$ cat config.mk
export PLATFORM = sky130hd
export DESIGN_NAME = l1_cache
export DESIGN_NICKNAME = d
export VERILOG_FILES = /design/src/rtl/l1_cache.sv
export SDC_FILE = /design/constraint.sdc
export NUM_CORES = 1
export LEC_CHECK = 0
export BUFFER_PORTS_ARGS = -buffer_cell sky130_fd_sc_hd__buf_2
export CAP_MARGIN = 20
export CORE_MARGIN = 4
export CORE_UTILIZATION = 48
export DETAILED_ROUTE_END_ITERATION = 7
export PLACE_DENSITY = 0.69
export REMOVE_ABC_BUFFERS = 1
export SLEW_MARGIN = 30
export SYNTH_ARGS = -nofsm -noshare
export SYNTH_HDL_FRONTEND = slang
export SYNTH_SLANG_ARGS = --single-unit
$ cat constraint.sdc
create_clock -name clk -period 12.1 [get_ports clk]
set_input_delay 2.42 -clock clk [delete_from_list [all_inputs] [get_ports clk]]
set_output_delay 2.42 -clock clk [all_outputs]
set_load 0.1 [all_outputs]
$ cat src/rtl/l1_cache.sv
// Direct-mapped, write-through, write-allocate L1 cache between the LC-3b memory port and 128-bit physical memory.
// Optional hit/miss counters are included when CACHE_STATS_EN is defined.
module l1_cache #(
  parameter int NUM_SETS = 8
) (
  input  logic         clk,
  input  logic         reset,
  input  logic [15:0]  mem_address,
  input  logic         mem_read,
  input  logic         mem_write,
  input  logic [1:0]   mem_byte_enable,
  input  logic [15:0]  mem_wdata,
  output logic [15:0]  mem_rdata,
  output logic         mem_resp,
  output logic [15:0]  pmem_address,
  output logic         pmem_read,
  output logic         pmem_write,
  output logic [127:0] pmem_wdata,
  input  logic [127:0] pmem_rdata,
  input  logic         pmem_resp
`ifdef CACHE_STATS_EN
  ,
  output logic [15:0]  hit_count,
  output logic [15:0]  miss_count
`endif
);

  localparam int IW = $clog2(NUM_SETS);
  localparam int TW = 12 - IW;

  typedef enum logic [1:0] {IDLE, FILL, WRITE_THRU} state_t;

  state_t state, next_state;

  logic [127:0]        data_arr [NUM_SETS];
  logic [TW-1:0]       tag_arr  [NUM_SETS];
  logic [NUM_SETS-1:0] valid_arr;

  logic [IW-1:0] index;
  logic [TW-1:0] tag;
  logic [2:0]    word;
  logic [127:0]  line;
  logic [127:0]  merged_line;
  logic          hit;
  logic          unused_addr_bit;

  assign index           = mem_address[3+IW:4];
  assign tag             = mem_address[15:4+IW];
  assign word            = mem_address[3:1];
  assign unused_addr_bit = mem_address[0];
  assign line            = data_arr[index];
  assign hit             = valid_arr[index] && (tag_arr[index] == tag);

  always_comb begin
    merged_line = line;
    if (mem_byte_enable[0]) merged_line[{word, 4'b0000} +: 8] = mem_wdata[7:0];
    if (mem_byte_enable[1]) merged_line[{word, 4'b1000} +: 8] = mem_wdata[15:8];
  end

  always_comb begin
    next_state   = state;
    mem_resp     = 1'b0;
    mem_rdata    = 16'h0000;
    pmem_read    = 1'b0;
    pmem_write   = 1'b0;
    pmem_address = {tag, index, 4'b0000};
    pmem_wdata   = line;
    case (state)
      IDLE: begin
        // A write wins over a simultaneous read.
        if (mem_write) begin
          next_state = hit ? WRITE_THRU : FILL;
        end else if (mem_read) begin
          if (hit) begin
            mem_resp  = 1'b1;
            mem_rdata = line[{word, 4'b0000} +: 16];
          end else begin
            next_state = FILL;
          end
        end
      end
      FILL: begin
        pmem_read = 1'b1;
        if (pmem_resp) next_state = IDLE;
      end
      WRITE_THRU: begin
        pmem_write = 1'b1;
        if (pmem_resp) begin
          mem_resp   = 1'b1;
          next_state = IDLE;
        end
      end
      default: next_state = IDLE;
    endcase
  end

  always_ff @(posedge clk) begin
    if (reset) begin
      state     <= IDLE;
      valid_arr <= '0;
    end else begin
      state <= next_state;
      if (state == IDLE && mem_write && hit) data_arr[index] <= merged_line;
      if (state == FILL && pmem_resp) begin
        data_arr[index]  <= pmem_rdata;
        tag_arr[index]   <= tag;
        valid_arr[index] <= 1'b1;
      end
    end
  end

`ifdef CACHE_STATS_EN
  logic after_fill;
  logic hit_lookup;

  // The hit right after a fill belongs to the request already counted as a miss.
  assign hit_lookup = (state == IDLE) && (mem_read || mem_write) && hit && !after_fill;

  always_ff @(posedge clk) begin
    if (reset) begin
      after_fill <= 1'b0;
      hit_count  <= 16'h0000;
      miss_count <= 16'h0000;
    end else begin
      after_fill <= (state == FILL) && pmem_resp;
      if (hit_lookup) hit_count <= hit_count + 16'd1;
      if (state == IDLE && next_state == FILL) miss_count <= miss_count + 16'd1;
    end
  end
`endif

endmodule

# [Word level (Yosys, flattened, before mapping)]
# Memories as Yosys holds them, arrays and structs flattened.
# Index checks and enable logic that the tools add are counted.
[totals] ff_bits=10 ramBits=1096 inputBits=167 output_inout_bits=163 word_cells=61 memories=2
[classes] addsub=2 order_cmp=2 eq_ne=6 n_shift=5 muxes=32 n_bitwise=2 n_reduce_logical=8
[mem_list] memory="data_arr" words=8 width=128 rd=1 rd_clocked_by_memory_dff=0 wr=1 line="35" text="logic [127:0] data_arr [NUM_SETS];"
[mem_list] memory="tag_arr" words=8 width=9 rd=1 rd_clocked_by_memory_dff=0 wr=1 line="36" text="logic [TW-1:0] tag_arr [NUM_SETS];"
[ops] cell="128-bit two-way mux" count=3
[ops] cell="128-bit bitwise mux" count=2
[ops] cell="8-bit by 9-bit variable shift with 128-bit output (first input constant)" count=2
[ops] cell="8-bit by 9-bit variable part select with 128-bit output" count=2
[ops] cell="128-bit by 8-bit variable part select with 16-bit output" count=1
[ops] cell="16-bit two-way mux" count=4
[ops] cell="7-bit negator with 9-bit output" count=2
[ops] cell="1-bit two-way mux" count=14
[ops] cell="2-bit two-way mux" count=5
[ops] cell="9-bit equality test" count=1
[ops] cell="8-bit bitwise OR" count=1
[ops] cell="3-bit != test (second input constant)" count=2
[ops] cell="1-bit logical AND" count=5
[ops] cell="3-bit by 4-bit less-than comparator with 1-bit output (second input constant)" count=1
[ops] cell="2-bit one-hot mux with 2 select lines" count=1
[ops] cell="1-bit binary-select mux with 3-bit select" count=1
[ops] cell="1-bit demux with 3-bit select" count=1
[ops] cell="3-bit by 1-bit >= comparator with 1-bit output (second input constant)" count=1
[ops] cell="3-bit AND reduction" count=1
[ops] cell="2-bit by 1-bit equality test with 1-bit output (second input constant)" count=1
[ops] cell="2-bit equality test (second input constant)" count=1
[ops] cell="2-bit zero test" count=1
[ops] cell="2-bit by 1-bit != test with 1-bit output (second input constant)" count=1
[ops] cell="1-bit one-hot mux with 2 select lines" count=1
[ops] cell="2 further kinds" count=2

# [Longest topological paths before layout]
# Gate-level depths: netlist (run 1).
[logic_depth] word_depth=8 depth_mapped=12 depth_no_buf=8

# [Worst setup path before layout (run 1)]
# No wires, ideal clock.
[synth_path] kind="input to output" start="in mem_address[4]" end="out mem_rdata[2]" arrival_ns=11.781 t_required_ns=9.680 slack_ns=-2.101 stages=9 n_path_buf=4 path_cell_list="buf_6 > buf_4 > nand3_2 > buf_4 > buf_2 > o22ai_1 > a2111oi_1 > a211oi_1 > a2111oi_0"
[synth_between] elab_cells_between_ends=11 classes_between="eq/ne: 1; shift: 1; mux: 6; reduce/logical: 1; memory: 2"
[synth_lines] item="from (decl)" line="8" text="input logic [15:0] mem_address,"
[synth_lines] item="memory 8 x 128 bit"
[synth_lines] item="via pmem_wdata[18]" line="18" text="output logic [127:0] pmem_wdata,"
[synth_lines] item="128-bit by 8-bit variable part select with 16-bit output" line="76" text="mem_rdata = line[{word, 4'b0000} +: 16];"
[synth_lines] item="16-bit two-way mux" line="74" text="if (hit) begin"
[synth_lines] item="16-bit two-way mux" line="73" text="end else if (mem_read) begin"
[synth_lines] item="16-bit two-way mux" line="71" text="if (mem_write) begin"
[synth_lines] item="16-bit two-way mux" line="68" text="case (state)"
[synth_lines] item="to (decl)" line="13" text="output logic [15:0] mem_rdata,"
# The timed path passes the listed nets, and every way through them passes these cells. The select of a mux whose other input is x is not followed.

# [Final worst setup path (run 1)]
[layout_path] start="in mem_address[5]" end="out mem_rdata[13]"
[layout_between] elab_chain_len=7 elab_cells_between_ends=11 classes_between="eq/ne: 1; shift: 1; mux: 6; reduce/logical: 1; memory: 2"
[layout_lines] item="parallel branches: the longest is 3 deep, another holds memory 8 x 128 bit"
[layout_lines] item="16-bit two-way mux (*)" line="74"
[layout_lines] item="16-bit two-way mux (*)" line="73"
[layout_lines] item="16-bit two-way mux (*)" line="71"
[layout_lines] item="16-bit two-way mux (*)" line="68"
# Every way passes the cells marked *. The select of a mux whose other input is x is not followed.

==> results of run 1 <==
-- routing by layer --
layer | share of wire [%] | global-route usage [%] | wire [um] | up-vias
met1 | 37 | 36.41 | 51400 | 14550
met2 | 46 | 42.88 | 63720 | 1980
met4 | 4.6 | 12.18 | 6416 | 8
met5 | 0.032 | 0 | 45 | -
li1 | - | - | - | 12170
met3 | 13 | 7.974 | 17750 | 353
-- path summary, 6_finish.rpt --
check	startpoint	endpoint	slack (ps)	cells past startpoint
worst max-delay path	mem_address[5]	mem_rdata[13]	2360	10
worst max register to register	tag_arr[6][0]	data_arr[6][108]	7390	10
worst min-delay path	valid_arr[6]	valid_arr[6]	480	2
worst min register to register	valid_arr[6]	valid_arr[6]	480	2
-- logic make-up (layout without fill, tap and decap cells) --
| logic type | count (synthesis) | count (layout) | share of synthesized area, % |
|---|---|---|---|
| adders and majority gates | 9 | 9 | 0.2518 |
| buffers and inverters | 311 | 668 | 3.467 |
| xor gates and xnor gates | 9 | 9 | 0.1763 |
| muxes | 193 | 193 | 5.507 |
| DFF | 1106 | 1106 | 74.05 |
| AOI/OAI and AO/OA | 792 | 792 | 11.51 |
| and+or+nand+nor | 485 | 485 | 5.028 |
| other | 1 | 5 | 0.008387 |
-- worst max-delay path: cells and delay by family --
family          cells  cell delay [ps]
xor+xnor            1              100
buf+inv             3             1620
simple gates        4             2560
compound gates      2              530
-- placed cells by master (no fill, tap or decap), types with 31 or more instances in the layout --
cell,instances
sky130_fd_sc_hd__inv_1,77
sky130_fd_sc_hd__mux2i_1,72
sky130_fd_sc_hd__a21oi_1,172
sky130_fd_sc_hd__o221ai_1,75
sky130_fd_sc_hd__buf_4,71
sky130_fd_sc_hd__o22ai_1,348
sky130_fd_sc_hd__mux4_2,31
sky130_fd_sc_hd__a31oi_1,48
sky130_fd_sc_hd__nor2_1,273
sky130_fd_sc_hd__nand2_1,57
sky130_fd_sc_hd__mux2_2,86
sky130_fd_sc_hd__edfxtp_1,1096
sky130_fd_sc_hd__buf_2,321
sky130_fd_sc_hd__clkbuf_16,104
-- per-stage QoR --
step / TNS [ps] / cell area (um^2) / instances / setup slack, ps
final: 0 / 50690 / 4510 / 2357
after global routing: 0 / 50690 / 4509 / 2098
after CTS: 0 / 50670 / 4508 / 2491
after detailed placement: 0 / 47580 / 4326 / 2496
after global placement: 0 / 47500 / 4323 / 2525
after floorplan: -7362420 / 43480 / 2680 / -7174
-- cell type report --
| class | instances | area share (%) |
|---|---|---|
| Sequential cell | 1106 | 65.32 |
| Multi-Input combinational cell | 1492 | 20.26 |
| Clock buffer | 127 | 5.304 |
| Timing Repair Buffer | 404 | 4.640 |
| Tap cell | 1243 | 3.068 |
| Clock inverter | 55 | 0.7948 |
| Inverter | 82 | 0.6072 |
| Antenna cell | 1 | 0.004937 |
-- registers in the layout (all words and copies together) (netlist names) --
register,flops
state,2
tag_arr,72
valid_arr,8
data_arr,1024
-- where the power goes --
group	switching [uW]	internal, uW	total (uW)
Clock	1380	1660	3030
Combinational	874	215	1090
Sequential	7.26	4360	4360
==> Implementation_results.wiki, run 1 <==
{| class="wikitable"
! Metric !! Value
|-
| Slew HR || 28.62%
|-
| CTS resizes || 0
|-
| Starting density of the core || 48.56%
|-
| Number of standard cells after synthesis || 2906
|-
| Final RePlAce weighted congestion || 0.8426
|-
| Master of the slowest instance on the critical path || sky130_fd_sc_hd__nor4_1
|-
| Pins Over Slew Limit || 0
|-
| Routed Antenna Nets || 0
|-
| Worst Hold Margin || 477.9 ps
|-
| Most used flip-flop cell after synthesis || sky130_fd_sc_hd__edfxtp_1
|-
| Layout cell share with drive strength beyond 1 || 21.71%
|-
| Leakage power summed over all cells || 0.01671 uW
|-
| Overall die height || 313.2 um
|-
| Endpoints failing setup || 0
|-
| Library cell with the highest instance count after synthesis || sky130_fd_sc_hd__edfxtp_1
|-
| I/O pin cnt || 330
|-
| Number of sinks driven by the clock tree || 1106
|-
| Critical setup path kind || input port to output pin
|-
| Ordered cell list for the critical path || buf_4 -> buf_4 -> nand2b_1 -> o221a_2 -> o21ai_0 -> xor2_1 -> nor2_1 -> nand4_4 -> nor4_1 -> buf_2
|-
| First-pass GRT wire length || 196.9 mm
|-
| Via density per instance || 6.443
|-
| Congestion Overflow GR || 0
|-
| Post-synth ARST share || 0%
|-
| Final worst path period share || 80.52%
|-
| Timing-limited maximum frequency || 0.1026 GHz
|-
| Maximum number of pins on one net before global-route repair || 124
|-
| Drt wl/cell || 30.89 um
|-
| Post-CTS setup buffer count || 0
|-
| Post-layout power || 8486 uW
|-
| Result of the run || finished clean
|-
| DRT iter0 DRCs || 3811
|-
| Remaining routing DRC violations || 0
|-
| Unique cell type count in the Yosys netlist || 79
|-
| Count of port buffers added during placement || 324
|-
| Setup repair after global routing missed its margin || no
|-
| Die Footprint || 0.09810 mm^2
|-
| Post-Route Utilization || 55.05%
|-
| Max capacitance violation total || 0
|-
| Dominant cell type by count on the critical path || sky130_fd_sc_hd__buf_4
|-
| Hold Crit Class || flop to flop
|-
| Combined area of the multi-input logic cells || 0.01027 mm^2
|-
| Power Dens Cells || 167.4 mW/mm^2
|-
| Reg area || 0.03311 mm^2
|-
| Routed wire length || 139.3 mm
|-
| Horizontal die dimension || 313.2 um
|-
| Arrival time reported for the critical path endpoint || 7320 ps
|-
| Number of iterations in the first detailed-routing pass || 5
|-
| Worst endpoint required time || 9680 ps
|-
| Number of nets in the final layout || 3365
|-
| Total clock buffers created by CTS || 103
|-
| Critical Path Start Type || input port
|-
| CTS Root Cell || sky130_fd_sc_hd__clkbuf_16
|-
| Worst-path fanout max || 34
|-
| GRT Overall Usage || 27.58%
|-
| Synth top area cells || sky130_fd_sc_hd__edfxtp_1 74%, sky130_fd_sc_hd__o22ai_1 4.9%, sky130_fd_sc_hd__nor2_1 2.4%, sky130_fd_sc_hd__mux2_2 2.2%, sky130_fd_sc_hd__a21oi_1 2.0%
|-
| Syn Std Cell Area || 0.04471 mm^2
|-
| Slew at the pin with the worst max-slew slack || 1067 ps
|-
| Via count of the first global-routing pass || 28.17k
|-
| TritonCTS clock tree || done
|-
| Delay contributed by the slowest stage of the critical path || 980 ps
|-
| Max H-tree Level || 3
|-
| Clock Latency Late Sink || 680 ps
|-
| Largest area contributor in the netlist || sky130_fd_sc_hd__edfxtp_1
|-
| Clock slew at reported path FFs || 60 ps
|-
| Shortest period the worst path allows || 9743 ps
|-
| Post-CTS Hold Buffers || 0
|-
| Flops & latches, synth || 1106
|-
| Commonest cells in the netlist || 1096 x sky130_fd_sc_hd__edfxtp_1, 348 x sky130_fd_sc_hd__o22ai_1, 288 x sky130_fd_sc_hd__nor2_1, 180 x sky130_fd_sc_hd__a21oi_1, 88 x sky130_fd_sc_hd__clkbuf_1
|-
| Final Hold Fails || 0
|-
| Synth-to-layout area growth || 13.37%
|-
| Detailed placer's ending HPWL || 80.96 mm
|-
| Worst voltage drop across the vdd grid || 112.6 uV
|-
| Fillcell total || 7244
|-
| Initial antenna violation count || 5
|-
| Synth warnings || 0
|-
| Largest clock skew in the final design || 32.36 ps
|-
| Max Buffers Root-to-Sink || 3
|-
| Std cell rows || 111
|-
| Proportion of synthesized chip area in sequential cells || 74.05%
|-
| Synth top area share || 73.60%
|-
| EDFF count, synth || 1096
|-
| Number of vias in the routed layout || 29.06k
|-
| Area of the core || 0.09208 mm^2
|-
| Crit. End Element || output pin
|-
| Syn avg cell area || 15.39 um^2
|}
(Power assumes the default switching activity.)
==> run 2, diff against run 1 <==
--- a/config.mk
+++ b/config.mk
@@ -10,7 +10,7 @@
 export CORE_MARGIN = 4
 export CORE_UTILIZATION = 48
 export DETAILED_ROUTE_END_ITERATION = 7
-export PLACE_DENSITY = 0.69
+export PLACE_DENSITY = 0.71
 export REMOVE_ABC_BUFFERS = 1
 export SLEW_MARGIN = 30
 export SYNTH_ARGS = -nofsm -noshare
==> constraint.sdc (replaced) <==
create_clock -name clk -period 8 [get_ports clk]
set_input_delay 1.6 -clock clk [delete_from_list [all_inputs] [get_ports clk]]
set_output_delay 1.6 -clock clk [all_outputs]
set_load 0.1 [all_outputs]
==> run 2 against run 1 <==
Effect of this change: clock skew down 17 ps; flip-flop and latch count unchanged; register-to-register slack worse by 3000 ps; sequential share of layout area down 0.76 points; hold slack worse by 4.5 ps; power up 52%.
==> Implementation_results.wiki, run 2 (synthesis results as in run 1) <==
{| class="wikitable"
! Metric !! Value
|-
| Std cell rows || 111 (unchanged)
|-
| Synth-to-layout area growth || 14.70% (was 13.37%)
|-
| Post-CTS setup buffer count || 0 (unchanged)
|-
| Setup repair after global routing missed its margin || no (unchanged)
|-
| DRT iter0 DRCs || 3963 (was 3811)
|-
| TritonCTS clock tree || done (unchanged)
|-
| Maximum number of pins on one net before global-route repair || 80 (was 124)
|-
| Congestion Overflow GR || 0 (unchanged)
|-
| Starting density of the core || 48.56% (unchanged)
|-
| Leakage power summed over all cells || 0.01700 uW (was 0.01671 uW)
|-
| Critical setup path kind || input port to output pin (unchanged)
|-
| Clock slew at reported path FFs || 60 ps (about the same)
|-
| Delay contributed by the slowest stage of the critical path || 630 ps (was 980 ps)
|-
| Kind of cell with the highest combined delay on the critical path || simple AND/OR/NAND/NOR gates (unchanged)
|-
| Number of flip-flops under the largest register name || 1024 (unchanged)
|-
| Endpoints failing setup || 0 (unchanged)
|-
| Crit. End Element || output pin (unchanged)
|-
| CTS Root Cell || sky130_fd_sc_hd__clkbuf_16 (unchanged)
|-
| Number of iterations in the first detailed-routing pass || 6 (was 5)
|-
| Post-CTS Hold Buffers || 0 (unchanged)
|-
| Drt wl/cell || 30.79 um (was 30.89 um)
|-
| Number of buffer and inverter stages on the critical path || 3 (unchanged)
|-
| Count of port buffers added during placement || 324 (unchanged)
|-
| Die Footprint || 0.09810 mm^2 (unchanged)
|-
| Largest reg by FF count || data_arr (unchanged)
|-
| Power Dens Cells || 251.2 mW/mm^2 (was 167.4 mW/mm^2)
|-
| Largest registers || data_arr: 1024 flops, tag_arr: 72 flops, valid_arr: 8 flops (unchanged)
|-
| Dominant cell type by count on the critical path || sky130_fd_sc_hd__buf_4 (unchanged)
|-
| First-pass GRT wire length || 199.7 mm (was 196.9 mm)
|-
| Final RePlAce weighted congestion || 0.8641 (was 0.8426)
|-
| Via count of the first global-routing pass || 28.50k (was 28.17k)
|-
| Layout cell share with drive strength beyond 1 || 22.89% (was 21.71%)
|-
| Shortest period the worst path allows || 7060 ps
|-
| Cell area after layout || 0.05129 mm^2 (was 0.05069 mm^2)
|-
| Overall die height || 313.2 um (unchanged)
|-
| Result of the run || finished clean (unchanged)
|-
| Initial antenna violation count || 9 (was 5)
|-
| Max Buffers Root-to-Sink || 3 (unchanged)
|-
| Post-layout power || 12880 uW (was 8486 uW)
|-
| Critical Path Start Type || input port (unchanged)
|-
| Routed Antenna Nets || 0 (unchanged)
|-
| Largest clock skew in the final design || 15.75 ps (was 32.36 ps)
|-
| GRT Overall Usage || 27.88% (was 27.58%)
|-
| Clock Latency Late Sink || 660 ps (was 680 ps)
|-
| I/O pin cnt || 330 (unchanged)
|-
| Slew at the pin with the worst max-slew slack || 1062 ps (was 1067 ps)
|-
| Number of vias in the routed layout || 29.68k (was 29.06k)
|-
| Post-Route Utilization || 55.70% (was 55.05%)
|-
| Final worst path period share || 88.26%
|-
| Ordered cell list for the critical path || buf_4 -> nand2b_1 -> o221a_2 -> o21ai_0 -> xor2_1 -> nor2_1 -> nand4_4 -> buf_4 -> a2111oi_2 -> buf_12 (was buf_4 -> buf_4 -> nand2b_1 -> o221a_2 -> o21ai_0 -> xor2_1 -> nor2_1 -> nand4_4 -> nor4_1 -> buf_2)
|-
| Max H-tree Level || 3 (unchanged)
|-
| Worst voltage drop across the vdd grid || 174.7 uV (was 112.6 uV)
|-
| Hold Crit Class || flop to flop (unchanged)
|-
| Timing-limited maximum frequency || 0.1416 GHz
|-
| Detailed placer's ending HPWL || 85.42 mm (was 80.96 mm)
|-
| Area of the core || 0.09208 mm^2 (unchanged)
|-
| Routed wire length || 140.3 mm (was 139.3 mm)
|-
| Number of sinks driven by the clock tree || 1106 (unchanged)
|-
| Max capacitance violation total || 0 (unchanged)
|-
| Worst endpoint required time || 6400 ps (was 9680 ps)
|-
| Pins Over Slew Limit || 0 (unchanged)
|-
| Final Hold Fails || 0 (unchanged)
|-
| CTS resizes || 0 (unchanged)
|-
| Leading cell types in the layout, fill and taps excluded || 1096 x sky130_fd_sc_hd__edfxtp_1, 348 x sky130_fd_sc_hd__o22ai_1, 314 x sky130_fd_sc_hd__buf_2, 274 x sky130_fd_sc_hd__nor2_1, 172 x sky130_fd_sc_hd__a21oi_1 (was 1096 x sky130_fd_sc_hd__edfxtp_1, 348 x sky130_fd_sc_hd__o22ai_1, 321 x sky130_fd_sc_hd__buf_2, 273 x sky130_fd_sc_hd__nor2_1, 172 x sky130_fd_sc_hd__a21oi_1)
|-
| Via density per instance || 6.514 (was 6.443)
|-
| Area post-placement || 0.04816 mm^2 (was 0.04758 mm^2)
|-
| Fillcell total || 7125 (was 7244)
|-
| Master of the slowest instance on the critical path || sky130_fd_sc_hd__nand2b_1 (was sky130_fd_sc_hd__nor4_1)
|-
| Arrival time reported for the critical path endpoint || 5460 ps (was 7320 ps)
|-
| Most common cell after layout, fill and taps aside || sky130_fd_sc_hd__edfxtp_1 (unchanged)
|-
| Worst-path fanout max || 40 (was 34)
|-
| Slew HR || 28.80% (was 28.62%)
|-
| Horizontal die dimension || 313.2 um (unchanged)
|-
| Remaining routing DRC violations || 0 (unchanged)
|-
| Total clock buffers created by CTS || 100 (was 103)
|-
| Setup_tns || 0 ps (unchanged)
|-
| Number of nets in the final layout || 3406 (was 3365)
|}
-- run 2: final cells by class --
type | count | area [um^2] | area share (%)
Clock buffer | 125 | 2618 | 5.104
Antenna cell | 2 | 5.005 | 0.009758
Clock inverter | 58 | 480.5 | 0.9368
Tap cell | 1243 | 1555 | 3.032
Timing Repair Buffer | 448 | 2934 | 5.721
Sequential cell | 1106 | 33110 | 64.56
Inverter | 82 | 307.8 | 0.6001
Multi-Input combinational cell | 1492 | 10280 | 20.04
-- run 2: per-layer routing --
| layer | GRT usage, % | wire [um] | up-vias |
|---|---|---|---|
| li1 | - | - | 12280 |
| met1 | 37.14 | 50400 | 14860 |
| met2 | 43.23 | 64280 | 2117 |
| met3 | 6.836 | 17990 | 414 |
| met4 | 13.66 | 7569 | 8 |
| met5 | 0 | 56 | - |
-- run 2: worst min-delay path: stages (launching register included) --
cell and delay (ps):
sky130_fd_sc_hd__dfxtp_1 310, sky130_fd_sc_hd__inv_1 50, sky130_fd_sc_hd__o22ai_1 70
-- run 2: per-stage QoR --
stage	std cells	hold slack, ps	setup WS (ps)
2_1_floorplan	2680	448.8	-10450
3_3_place_gp	4368	458.5	1095
3_5_place_dp	4369	464.0	1049
4_1_cts	4552	473.3	1043
5_1_grt	4554	506.7	781.2
6_report	4556	473.4	939.5
-- run 2: final timing paths --
path                  start               to  slack [ps]  cells after the start
max          mem_address[5]    mem_rdata[14]         940                     10
min            valid_arr[6]     valid_arr[6]         470                      2
max reg2reg        state[1]  data_arr[5][83]        4350                      8
min reg2reg    valid_arr[6]     valid_arr[6]         470                      2
-- run 2: where the power goes --
group          switching [uW]  internal [uW]  total (uW)
Clock                    2070           2550        4610
Combinational            1330            339        1670
Sequential               11.4           6590        6600
